--- src/rtl/regfile_sched_pkg.sv ---
// Shared constants and types for the RegisterFile port scheduler.
// Holds the access encodings, requester ids and the outstanding-read record.
package regfile_sched_pkg;

   localparam logic RF_READ  = 1'b0;
   localparam logic RF_WRITE = 1'b1;

   localparam logic RD_RS1 = 1'b0;
   localparam logic RD_RS2 = 1'b1;

   localparam int REG_ZERO = 0;

   // Width of the forwarded-data field kept with an outstanding read
   localparam int RF_XLEN = 32;

   typedef struct packed {
      logic               valid;
      logic               port;
      logic               zero;
      logic               bypass;
      logic [RF_XLEN-1:0] bypass_data;
   } rd_outst_t;

   function automatic logic [1:0] port_onehot(input logic port);
      return (port == RD_RS2) ? 2'b10 : 2'b01;
   endfunction

endpackage

--- src/rtl/rr_arbiter2.sv ---
// Two-input round-robin arbiter; the pointer moves to the other input
// whenever a grant is issued.
module rr_arbiter2
   import regfile_sched_pkg::*;
(
   input  logic       clk_in,
   input  logic       rst_in,
   input  logic [1:0] req,
   output logic [1:0] gnt,
   output logic       gnt_id
);

   logic ptr;

   always_comb begin
      gnt_id = ptr;
      unique case (req)
         2'b01:   gnt_id = RD_RS1;
         2'b10:   gnt_id = RD_RS2;
         default: gnt_id = ptr;
      endcase
      gnt = '0;
      if (|req) begin
         gnt = port_onehot(gnt_id);
      end
   end

   always_ff @(posedge clk_in) begin
      if (rst_in) begin
         ptr <= RD_RS1;
      end else if (|req) begin
         ptr <= ~gnt_id;
      end
   end

endmodule

--- src/rtl/regfile_port_scheduler.sv ---
// Shares a single-port RegisterFile between the commit write port and two issue
// read ports. Build option: REGFILE_WR_BYPASS_EN forwards same-cycle write data.
module regfile_port_scheduler
   import regfile_sched_pkg::*;
#(
   parameter int MAX_WR_STREAK = 4,
   parameter int REG_W         = 5,
   parameter int XLEN          = 32
) (
   input  logic             clk_in,
   input  logic             rst_in,
   input  logic             rdy_in,
   input  logic             flush_pipline,
   input  logic             wr_valid,
   input  logic [REG_W-1:0] wr_reg,
   input  logic [XLEN-1:0]  wr_data,
   output logic             wr_ready,
   input  logic [1:0]       rd_valid,
   input  logic [REG_W-1:0] rd_reg0,
   input  logic [REG_W-1:0] rd_reg1,
   output logic [1:0]       rd_ready,
   output logic [1:0]       rd_resp_valid,
   output logic [XLEN-1:0]  rd_resp_data,
   output logic             rf_have_task,
   output logic [REG_W-1:0] rf_reg_id,
   output logic             rf_rw,
   output logic [XLEN-1:0]  rf_data_in,
   input  logic [XLEN-1:0]  rf_data_out
);

   localparam int SW = $clog2(MAX_WR_STREAK + 1);
   localparam logic [SW-1:0] STREAK_MAX = SW'(MAX_WR_STREAK);

   logic [SW-1:0]    streak;
   rd_outst_t        outst;
   logic             held;
   logic [XLEN-1:0]  held_data;

   logic             active;
   logic [1:0]       rd_req;
   logic             read_pending;
   logic             wr_zero;
   logic             wr_grant;
   logic [1:0]       byp_match;
   logic             bypass_hit;
   logic [1:0]       arb_req;
   logic [1:0]       arb_gnt;
   logic             arb_id;
   logic             rd_grant;
   logic [REG_W-1:0] rd_sel_reg;
   logic             rd_zero;
   logic [XLEN-1:0]  resp_src;
   logic             resp_fire;

   // Writes win unless a read has already watched MAX_WR_STREAK writes go by
   always_comb begin
      active       = rdy_in && !rst_in;
      rd_req       = (active && !flush_pipline) ? rd_valid : 2'b00;
      read_pending = |rd_req;
      wr_zero      = (wr_reg == REG_W'(REG_ZERO));
      wr_grant     = active && wr_valid && (!read_pending || (streak < STREAK_MAX));
   end

`ifdef REGFILE_WR_BYPASS_EN
   always_comb begin
      byp_match = 2'b00;
      if (wr_grant && !wr_zero) begin
         byp_match[0] = rd_req[0] && (rd_reg0 == wr_reg);
         byp_match[1] = rd_req[1] && (rd_reg1 == wr_reg);
      end
   end
`else
   assign byp_match = 2'b00;
`endif

   // With a write granted, only a forwarded read may share the cycle
   assign arb_req    = wr_grant ? byp_match : rd_req;
   assign bypass_hit = |byp_match;

   rr_arbiter2 u_arb (
      .clk_in (clk_in),
      .rst_in (rst_in),
      .req    (arb_req),
      .gnt    (arb_gnt),
      .gnt_id (arb_id)
   );

   always_comb begin
      rd_grant     = |arb_gnt;
      rd_sel_reg   = (arb_id == RD_RS2) ? rd_reg1 : rd_reg0;
      rd_zero      = (rd_sel_reg == REG_W'(REG_ZERO));
      rf_have_task = 1'b0;
      rf_rw        = RF_READ;
      rf_reg_id    = '0;
      rf_data_in   = '0;
      if (wr_grant) begin
         if (!wr_zero) begin
            rf_have_task = 1'b1;
            rf_rw        = RF_WRITE;
            rf_reg_id    = wr_reg;
            rf_data_in   = wr_data;
         end
      end else if (rd_grant && !rd_zero) begin
         rf_have_task = 1'b1;
         rf_reg_id    = rd_sel_reg;
      end
      wr_ready = wr_grant;
      rd_ready = arb_gnt;
   end

   // A response held across a pause replays the data captured when it first fell due
   always_comb begin
      if (outst.zero) begin
         resp_src = '0;
      end else if (outst.bypass) begin
         resp_src = XLEN'(outst.bypass_data);
      end else begin
         resp_src = rf_data_out;
      end
      resp_fire     = active && outst.valid && !flush_pipline;
      rd_resp_valid = resp_fire ? port_onehot(outst.port) : 2'b00;
      rd_resp_data  = '0;
      if (resp_fire) begin
         rd_resp_data = held ? held_data : resp_src;
      end
   end

   always_ff @(posedge clk_in) begin
      if (rst_in) begin
         streak    <= '0;
         outst     <= '0;
         held      <= 1'b0;
         held_data <= '0;
      end else if (!rdy_in) begin
         if (outst.valid && !held) begin
            held      <= 1'b1;
            held_data <= resp_src;
         end
      end else begin
         held              <= 1'b0;
         outst.valid       <= rd_grant;
         outst.port        <= arb_id;
         outst.zero        <= rd_zero;
         outst.bypass      <= bypass_hit;
         outst.bypass_data <= RF_XLEN'(wr_data);
         if (flush_pipline) begin
            streak <= '0;
         end else if (wr_grant) begin
            if (bypass_hit || wr_zero) begin
               streak <= streak;
            end else if (read_pending) begin
               streak <= (streak == STREAK_MAX) ? streak : streak + SW'(1);
            end else begin
               streak <= '0;
            end
         end else if (rd_grant) begin
            streak <= '0;
         end
      end
   end

endmodule

--- config.mk ---
export PLATFORM = sky130hd
export DESIGN_NAME = regfile_port_scheduler
export DESIGN_NICKNAME = d
export VERILOG_FILES = /design/src/rtl/regfile_sched_pkg.sv /design/src/rtl/rr_arbiter2.sv /design/src/rtl/regfile_port_scheduler.sv
export SDC_FILE = /design/constraint.sdc
export NUM_CORES = 1
export LEC_CHECK = 0
export CAP_MARGIN = 20
export CELL_PAD_IN_SITES_DETAIL_PLACEMENT = 0
export CELL_PAD_IN_SITES_GLOBAL_PLACEMENT = 1
export CORE_ASPECT_RATIO = 0.75
export CORE_MARGIN = 3
export CORE_UTILIZATION = 26
export DETAILED_ROUTE_END_ITERATION = 8
export HOLD_SLACK_MARGIN = 0.02
export PLACE_DENSITY = 0.9
export SETUP_SLACK_MARGIN = 0.4
export SKIP_CTS_REPAIR_TIMING = 1
export SLEW_MARGIN = 20
export SYNTH_ARGS = -nofsm -noshare
export SYNTH_HDL_FRONTEND = slang
export SYNTH_HIERARCHICAL = 1
export SYNTH_SLANG_ARGS = --single-unit
--- constraint.sdc ---
create_clock -name clk_in -period 4.8 [get_ports clk_in]
set_input_delay 0.96 -clock clk_in [delete_from_list [all_inputs] [get_ports clk_in]]
set_output_delay 0.96 -clock clk_in [all_outputs]
set_load 0.01 [all_outputs]
# After elaboration in Yosys (flattened, before gate mapping)
# Cells that the tools add are included.
[word_totals] ff_bits=40
[op_classes] mux=26 order_cmp=1 addsub=1 n_bitwise=2 n_eq_ne=5 n_reduce_logical=23
[ops] cell="two-way mux 32 bit" count=5
[ops] cell="two-way mux 5 bit" count=4
[ops] cell="two-way mux 3 bit" count=6
[ops] cell="two-way mux 2 bit" count=6
[ops] cell="logical NOT 5 bit" count=2
[ops] cell="logical AND 1 bit" count=8
[ops] cell="OR reduction 2 bit" count=4
[ops] cell="logical NOT 1 bit" count=5
[ops] cell="two-way mux 1 bit" count=4
[ops] cell="!= test 4 bit (second input constant)" count=1
[ops] cell="AND reduction 4 bit" count=1
[ops] cell="adder 3 x 1 -> 3 bit (second input constant)" count=1
[ops] cell="equality test 3 bit (second input constant)" count=1
[ops] cell="less-than comparator 3 bit (second input constant)" count=1
[ops] cell="!= test 3 bit (second input constant)" count=1
[ops] cell="nonzero test 3 bit" count=1
[ops] cell="equality test 2 x 1 -> 1 bit (second input constant)" count=1
[ops] cell="equality test 2 bit (second input constant)" count=1
[ops] cell="NOT 1 bit" count=2
[ops] cell="case mux 1 bit (2 select lines)" count=1
[ops] cell="AND reduction 2 bit" count=1
[ops] cell="logical OR 1 bit" count=1

# Logic depth before layout (Yosys ltp)
[logic_depth] word_depth=17 mapped_depth=13 depth_no_buf=11

# Cells and area by module
# The synthesis kept the hierarchy.
[modules_own_cells] module="regfile_port_scheduler" seq_area_each_um2=780.7 instances=1 area_each_um2=2628.8 cells_per_inst=362
[modules_own_cells] module="rr_arbiter2" seq_area_each_um2=20.0 instances=1 area_each_um2=141.4 cells_per_inst=15

# Worst setup path before layout
# Ideal clock, no wire load.
[synth_timing] path_kind="in2out" startpoint="input rdy_in" endpoint="output rf_have_task" path_slack_ps=682 path_buffers=3 stages=12 t_arrival_ps=3158 path_cell_list="buf_4 > and2b_1 > o311ai_2 > buf_6 > and3_1 > inv_1 > ha_1 > mux2_4 > clkbuf_1 > nor3_1 > a31oi_1 > a31o_1"
[synth_via] elab_chain_len=16
[synth_rtl] element="start: declaration" line="regfile_port_scheduler.sv:12" source="input logic rdy_in,"
[synth_rtl] element="logical AND 1 bit (*)" line="regfile_port_scheduler.sv:57" source="active = rdy_in && !rst_in;"
[synth_rtl] element="logical AND 1 bit" line="regfile_port_scheduler.sv:58" source="rd_req = (active && !flush_pipline) ? rd_valid : 2'b00;"
[synth_rtl] element="two-way mux 2 bit" line="regfile_port_scheduler.sv:58"
[synth_rtl] element="OR reduction 2 bit" line="regfile_port_scheduler.sv:59" source="read_pending = |rd_req;"
[synth_rtl] element="logical NOT 1 bit" line="regfile_port_scheduler.sv:61" source="wr_grant = active && wr_valid && (!read_pending || (streak < STREAK_MAX));"
[synth_rtl] element="logical OR 1 bit" line="regfile_port_scheduler.sv:61"
[synth_rtl] element="logical AND 1 bit" line="regfile_port_scheduler.sv:61"
[synth_rtl] element="two-way mux 2 bit (*)" line="regfile_port_scheduler.sv:77" source="assign arb_req = wr_grant ? byp_match : rd_req;"
[synth_rtl] element="named net arb_req[1]" line="regfile_port_scheduler.sv:46" source="logic [1:0] arb_req;"
[synth_rtl] element="(+1 left out)"
[synth_rtl] element="case mux 1 bit (2 select lines) (*)" line="rr_arbiter2.sv:17" source="unique case (req)"
[synth_rtl] element="named net arb_id" line="regfile_port_scheduler.sv:48" source="logic arb_id;"
[synth_rtl] element="two-way mux 5 bit / two-way mux 2 bit (equally long branches)" line="regfile_port_scheduler.sv:90, regfile_sched_pkg.sv:25"
[synth_rtl] element="logical NOT 5 bit / two-way mux 2 bit (equally long branches)" line="regfile_port_scheduler.sv:91, rr_arbiter2.sv:23"
[synth_rtl] element="logical NOT 1 bit / OR reduction 2 bit (equally long branches)" line="regfile_port_scheduler.sv:103, regfile_port_scheduler.sv:89"
[synth_rtl] element="logical AND 1 bit (*)" line="regfile_port_scheduler.sv:103" source="end else if (rd_grant && !rd_zero) begin"
[synth_rtl] element="two-way mux 1 bit (*)" line="regfile_port_scheduler.sv:103"
[synth_rtl] element="two-way mux 1 bit (*)" line="regfile_port_scheduler.sv:96" source="if (wr_grant) begin"
[synth_rtl] element="end: declaration" line="regfile_port_scheduler.sv:24" source="output logic rf_have_task,"
# The timed path passes the listed nets; every way through them passes the cells marked *.

# Final worst setup path
[layout_timing] startpoint="input wr_valid" endpoint="output rf_reg_id[1]"
[layout_via] elab_chain_len=11
[layout_rtl] element="start: declaration" line="regfile_port_scheduler.sv:14" source="input logic wr_valid,"
[layout_rtl] element="logical AND 1 bit (*) (2 in a row)" line="regfile_port_scheduler.sv:61"
[layout_rtl] element="two-way mux 2 bit (*)" line="regfile_port_scheduler.sv:77"
[layout_rtl] element="named net arb_req[1]" line="regfile_port_scheduler.sv:46"
[layout_rtl] element="equality test 2 bit / equality test 2 x 1 -> 1 bit (equally long branches)" line="rr_arbiter2.sv:17"
[layout_rtl] element="case mux 1 bit (2 select lines) (*)" line="rr_arbiter2.sv:17"
[layout_rtl] element="named net arb_id" line="regfile_port_scheduler.sv:48"
[layout_rtl] element="two-way mux 5 bit / two-way mux 2 bit (equally long branches)" line="regfile_port_scheduler.sv:90, regfile_sched_pkg.sv:25"
[layout_rtl] element="logical NOT 5 bit / two-way mux 2 bit (equally long branches)" line="regfile_port_scheduler.sv:91, rr_arbiter2.sv:23"
[layout_rtl] element="logical NOT 1 bit / OR reduction 2 bit (equally long branches)" line="regfile_port_scheduler.sv:103, regfile_port_scheduler.sv:89"
[layout_rtl] element="logical AND 1 bit" line="regfile_port_scheduler.sv:103"
[layout_rtl] element="two-way mux 5 bit (*)" line="regfile_port_scheduler.sv:103"
[layout_rtl] element="two-way mux 5 bit (*)" line="regfile_port_scheduler.sv:96"
[layout_rtl] element="end: declaration" line="regfile_port_scheduler.sv:25" source="output logic [REG_W-1:0] rf_reg_id,"
# Marked as above.

==> key figures <==
STA
  – Slew headroom: between 30% and 40%
  – Measured slew at the worst slew-check pin: between 1 and 1.5 ns
  – Final hold vios: 0
  – Final setup fails: 0
  – Final worst slack: 0.510 ns
  – Count of pins over their slew limit: 0
  – Max Fclk: 0.233 GHz
  – Fin Hold WS: between 0.4 and 0.5 ns
  – Final Cycle Share: between 80% and 90%
  – Worst Skew: 0.00910 ns
  – Minimum clock period: 4.29 ns
  – RSZ-0062 raised after global routing: false

Worst setup path
  – WS Path Type: input pin to output pin
  – Worst Setup SP: wr_valid
  – CP Launch Type: input pin
  – Worst R2R Start: streak[2]
  – Highest net fanout along the worst path: 6
  – CP arrival: between 3 and 4 ns
  – Worst Path Required: around 3.8 ns
  – CP endpoint kind: output pin

Yosys
  – Dominant cell type by area after synthesis: dfxtp_1
  – Commonest cells in the netlist: 65 x a21oi_1, 46 x nor2_1, 40 x dfxtp_1
  – Synthesized flop and latch total: 40
  – Gate Count Post-Synth: 377
  – Top-area cell type share of the netlist area: ~29%
  – Mux cell area share after synthesis: between 5 and 6%
  – Sequential cell area fraction in the yosys report: between 20% and 30%
  – Post-synthesis xor/xnor area fraction: 0%
  – Cell variety after synth: 37
  – Largest family of logic cells by synthesized area: simple AND/OR/NAND/NOR gates
  – Compound-gate portion of the synthesized area: between 15 and 20%
  – Synth Area in Simple Gates: between 40% and 50%
  – Syn avg cell area: 7.35 sq um
  – Post-synth ARST share: 0%
  – Mapped cell area: approximately 0.0028 sq mm
  – Post-synth EDFFs: 0
  – Top cells by area, synth: dfxtp_1 29%, a21oi_1 12%, nand3b_1 8.7%, nor3b_1 8.7%, and2_1 7.5%
  – Total number of yosys warnings: 6
  – Mapped Nets: roughly 470
  – Primary FF master, synth: dfxtp_1
  – Most frequent cell after synthesis: a21oi_1
  – Adder-cell area share of the yosys netlist: under 10%

Clock tree
  – H-tree depth: 2
  – TritonCTS Buffers: 5
  – Worst-path clk slew: approximately 0.070 ns
  – Clock Latency Late Sink: 0.28 ns
  – CTS sink cnt: 40
  – CTS tree: built
  – Clk buf depth: 2
  – CTS Root Cell: clkbuf_16

Global route
  – First-pass GRT wire length: about 16000 microns
  – Initial antenna violation count: 0
  – Largest net degree at the start of global routing: 67
  – Number of global-route vias before repair: ~3000
  – Met2 Track Usage GR: 24.9%
  – Total track usage: around 16%
  – Total gr overflow: 0
  – Met1 Resource Use GR: ~25%
  – Busiest grt layer: met2
  – Met3 usage: about 3.0%

Drt
  – Via-per-instance ratio: 4.79
  – DR DRC count: 0
  – Antenna viol nets, final: 0
  – Initial drt markers: 164
  – Vias: approximately 3200
  – Number of iterations in the first detailed-routing pass: 6
  – Avg WL per Cell: 15.5 microns
  – Routed wire length: 10200 microns

Power
  – Gate power share: between 20% and 30%
  – Clock Power Share: roughly two fifths
  – Pwr per Cell Area: 202 mW/mm^2
  – Peak VDD IR: roughly 0.00011 V
  – Reg power frac: 37.3%
  – Internal: slightly above 0.0007 W
  – Switching Power: roughly 0.00024 W
  – P_leak: about 1.7 nW
  – Sw Share: ~25%
  – Total power draw: 0.000958 W

Placed design
  – Gpl congestion: between 0.8 and 0.9
  – Port Buffer Count: ~160
  – Half-perimeter wire length after placement: 7680 microns
  – Worst slack at placement: -0.149 ns

Floorplan
  – Core box area: 0.0100 sq mm
  – Cell Rows: 31
  – Full die area: approximately 0.012 sq mm
  – Die H: 95.4 microns
  – Starting Density: around 28%
  – Chip width: between 100 and 150 microns
  – IO Pins: around 160

Worst hold path
  – Hold WC Path Type: flop to flop
  – HP Start: held_data[14]

Cells and area
  – Layout cell share with drive strength beyond 1: a little over a tenth
  – Fin nets: 619
  – Filler instances: between 900 and 1000
  – N_diodes: 0
  – Syn-to-layout area delta: 71.4%

Job
  – Max Cap Viol: 0

Status
  – Outcome: finished clean
area by class of cell:
class | instances | area, sq um | share of cell area (%)
Multi-Input combinational cell | 295 | 1850 | 38.9
Timing Repair Buffer | 178 | 1730 | 36.4
Sequential cell | 40 | 806 | 17.0
Tap cell | 132 | 165 | 3.48
Clock buffer | 5 | 125 | 2.64
Clock inverter | 3 | 47.5 | 1.00
Inverter | 8 | 30.0 | 0.633
placed cells by master (no fill, tap or decap), types with 3 or more instances in the layout:
master,synthesis,layout
clkbuf_16,0,5
a21oi_1,65,65
nor2_1,46,44
buf_6,2,3
nand2_1,37,36
mux2_2,5,5
nand2b_1,4,4
dfxtp_1,40,38
nor3b_1,32,32
nand3b_1,32,32
clkdlybuf4s50_1,0,150
and2_1,33,33
mux2i_1,9,9
buf_4,1,15
nor2_2,2,4
inv_1,8,6
ha_1,5,4
dlymetal6s2s_1,0,4
clkbuf_2,0,4
final timing paths:
path,cells after the start,to,slack [ns]
setup / recovery,13,rf_reg_id[1],0.51
hold / removal,2,held_data[14],0.45
setup reg to reg,11,streak[2],1.95
hold reg to reg,2,held_data[14],0.45
sequential cells by signal, indices dropped and copies added, names as in the netlist:
name,cells
held_data,32
u_arb/ptr,1
outst,3
held,1
streak,3
power groups by stage:
| stage | logic [W] | clock network [W] | registers [W] |
|---|---|---|---|
| 2_1_floorplan | 0.000100 | 0 | 0.000352 |
| 3_3_place_gp | 0.000208 | 0 | 0.000365 |
| 3_5_place_dp | 0.000212 | 0 | 0.000365 |
| 4_1_cts | 0.000213 | 0.000398 | 0.000358 |
| 5_1_grt | 0.000233 | 0.000414 | 0.000360 |
| 6_report | 0.000216 | 0.000386 | 0.000357 |
stage by stage:
stage | setup TNS [ns] | utilization [%] | cell area (sq um) | instances
floorplan | 0 | - | 2770 | 377
detailed placement | -0.791 | 45.1 | 4510 | 652
global placement | -0.306 | 45.1 | 4510 | 652
finish | 0 | 47.4 | 4750 | 661
global route | 0 | 47.4 | 4750 | 661
CTS | -0.987 | 46.8 | 4690 | 660
logic make-up after synthesis:
kind of cell / count (synthesis)
mux: 15
fa+ha+maj: 5
compound gates: 75
flops: 40
simple gates: 200
buf+inv: 42
critical path: stages:
cell and delay [ns]:
clkdlybuf4s50_1 0.55, o311ai_4 0.14, and3_4 0.19, buf_4 0.13, buf_4 0.13, ha_1 0.18
mux2_4 0.27, nor2b_4 0.14, nor2_2 0.09, buf_6 0.12, nor2_1 0.05, mux2_2 0.27
clkbuf_2 0.13
layer usage:
metal,vias to the layer above,share of wire [%],wire [microns]
li1,1582,-,-
met1,1485,50,5090
met2,90,45,4630
met3,11,4.1,423
met4,0,1.0,107
met5,-,0,0
No activity file was read; power rests on OpenSTA's default activity.
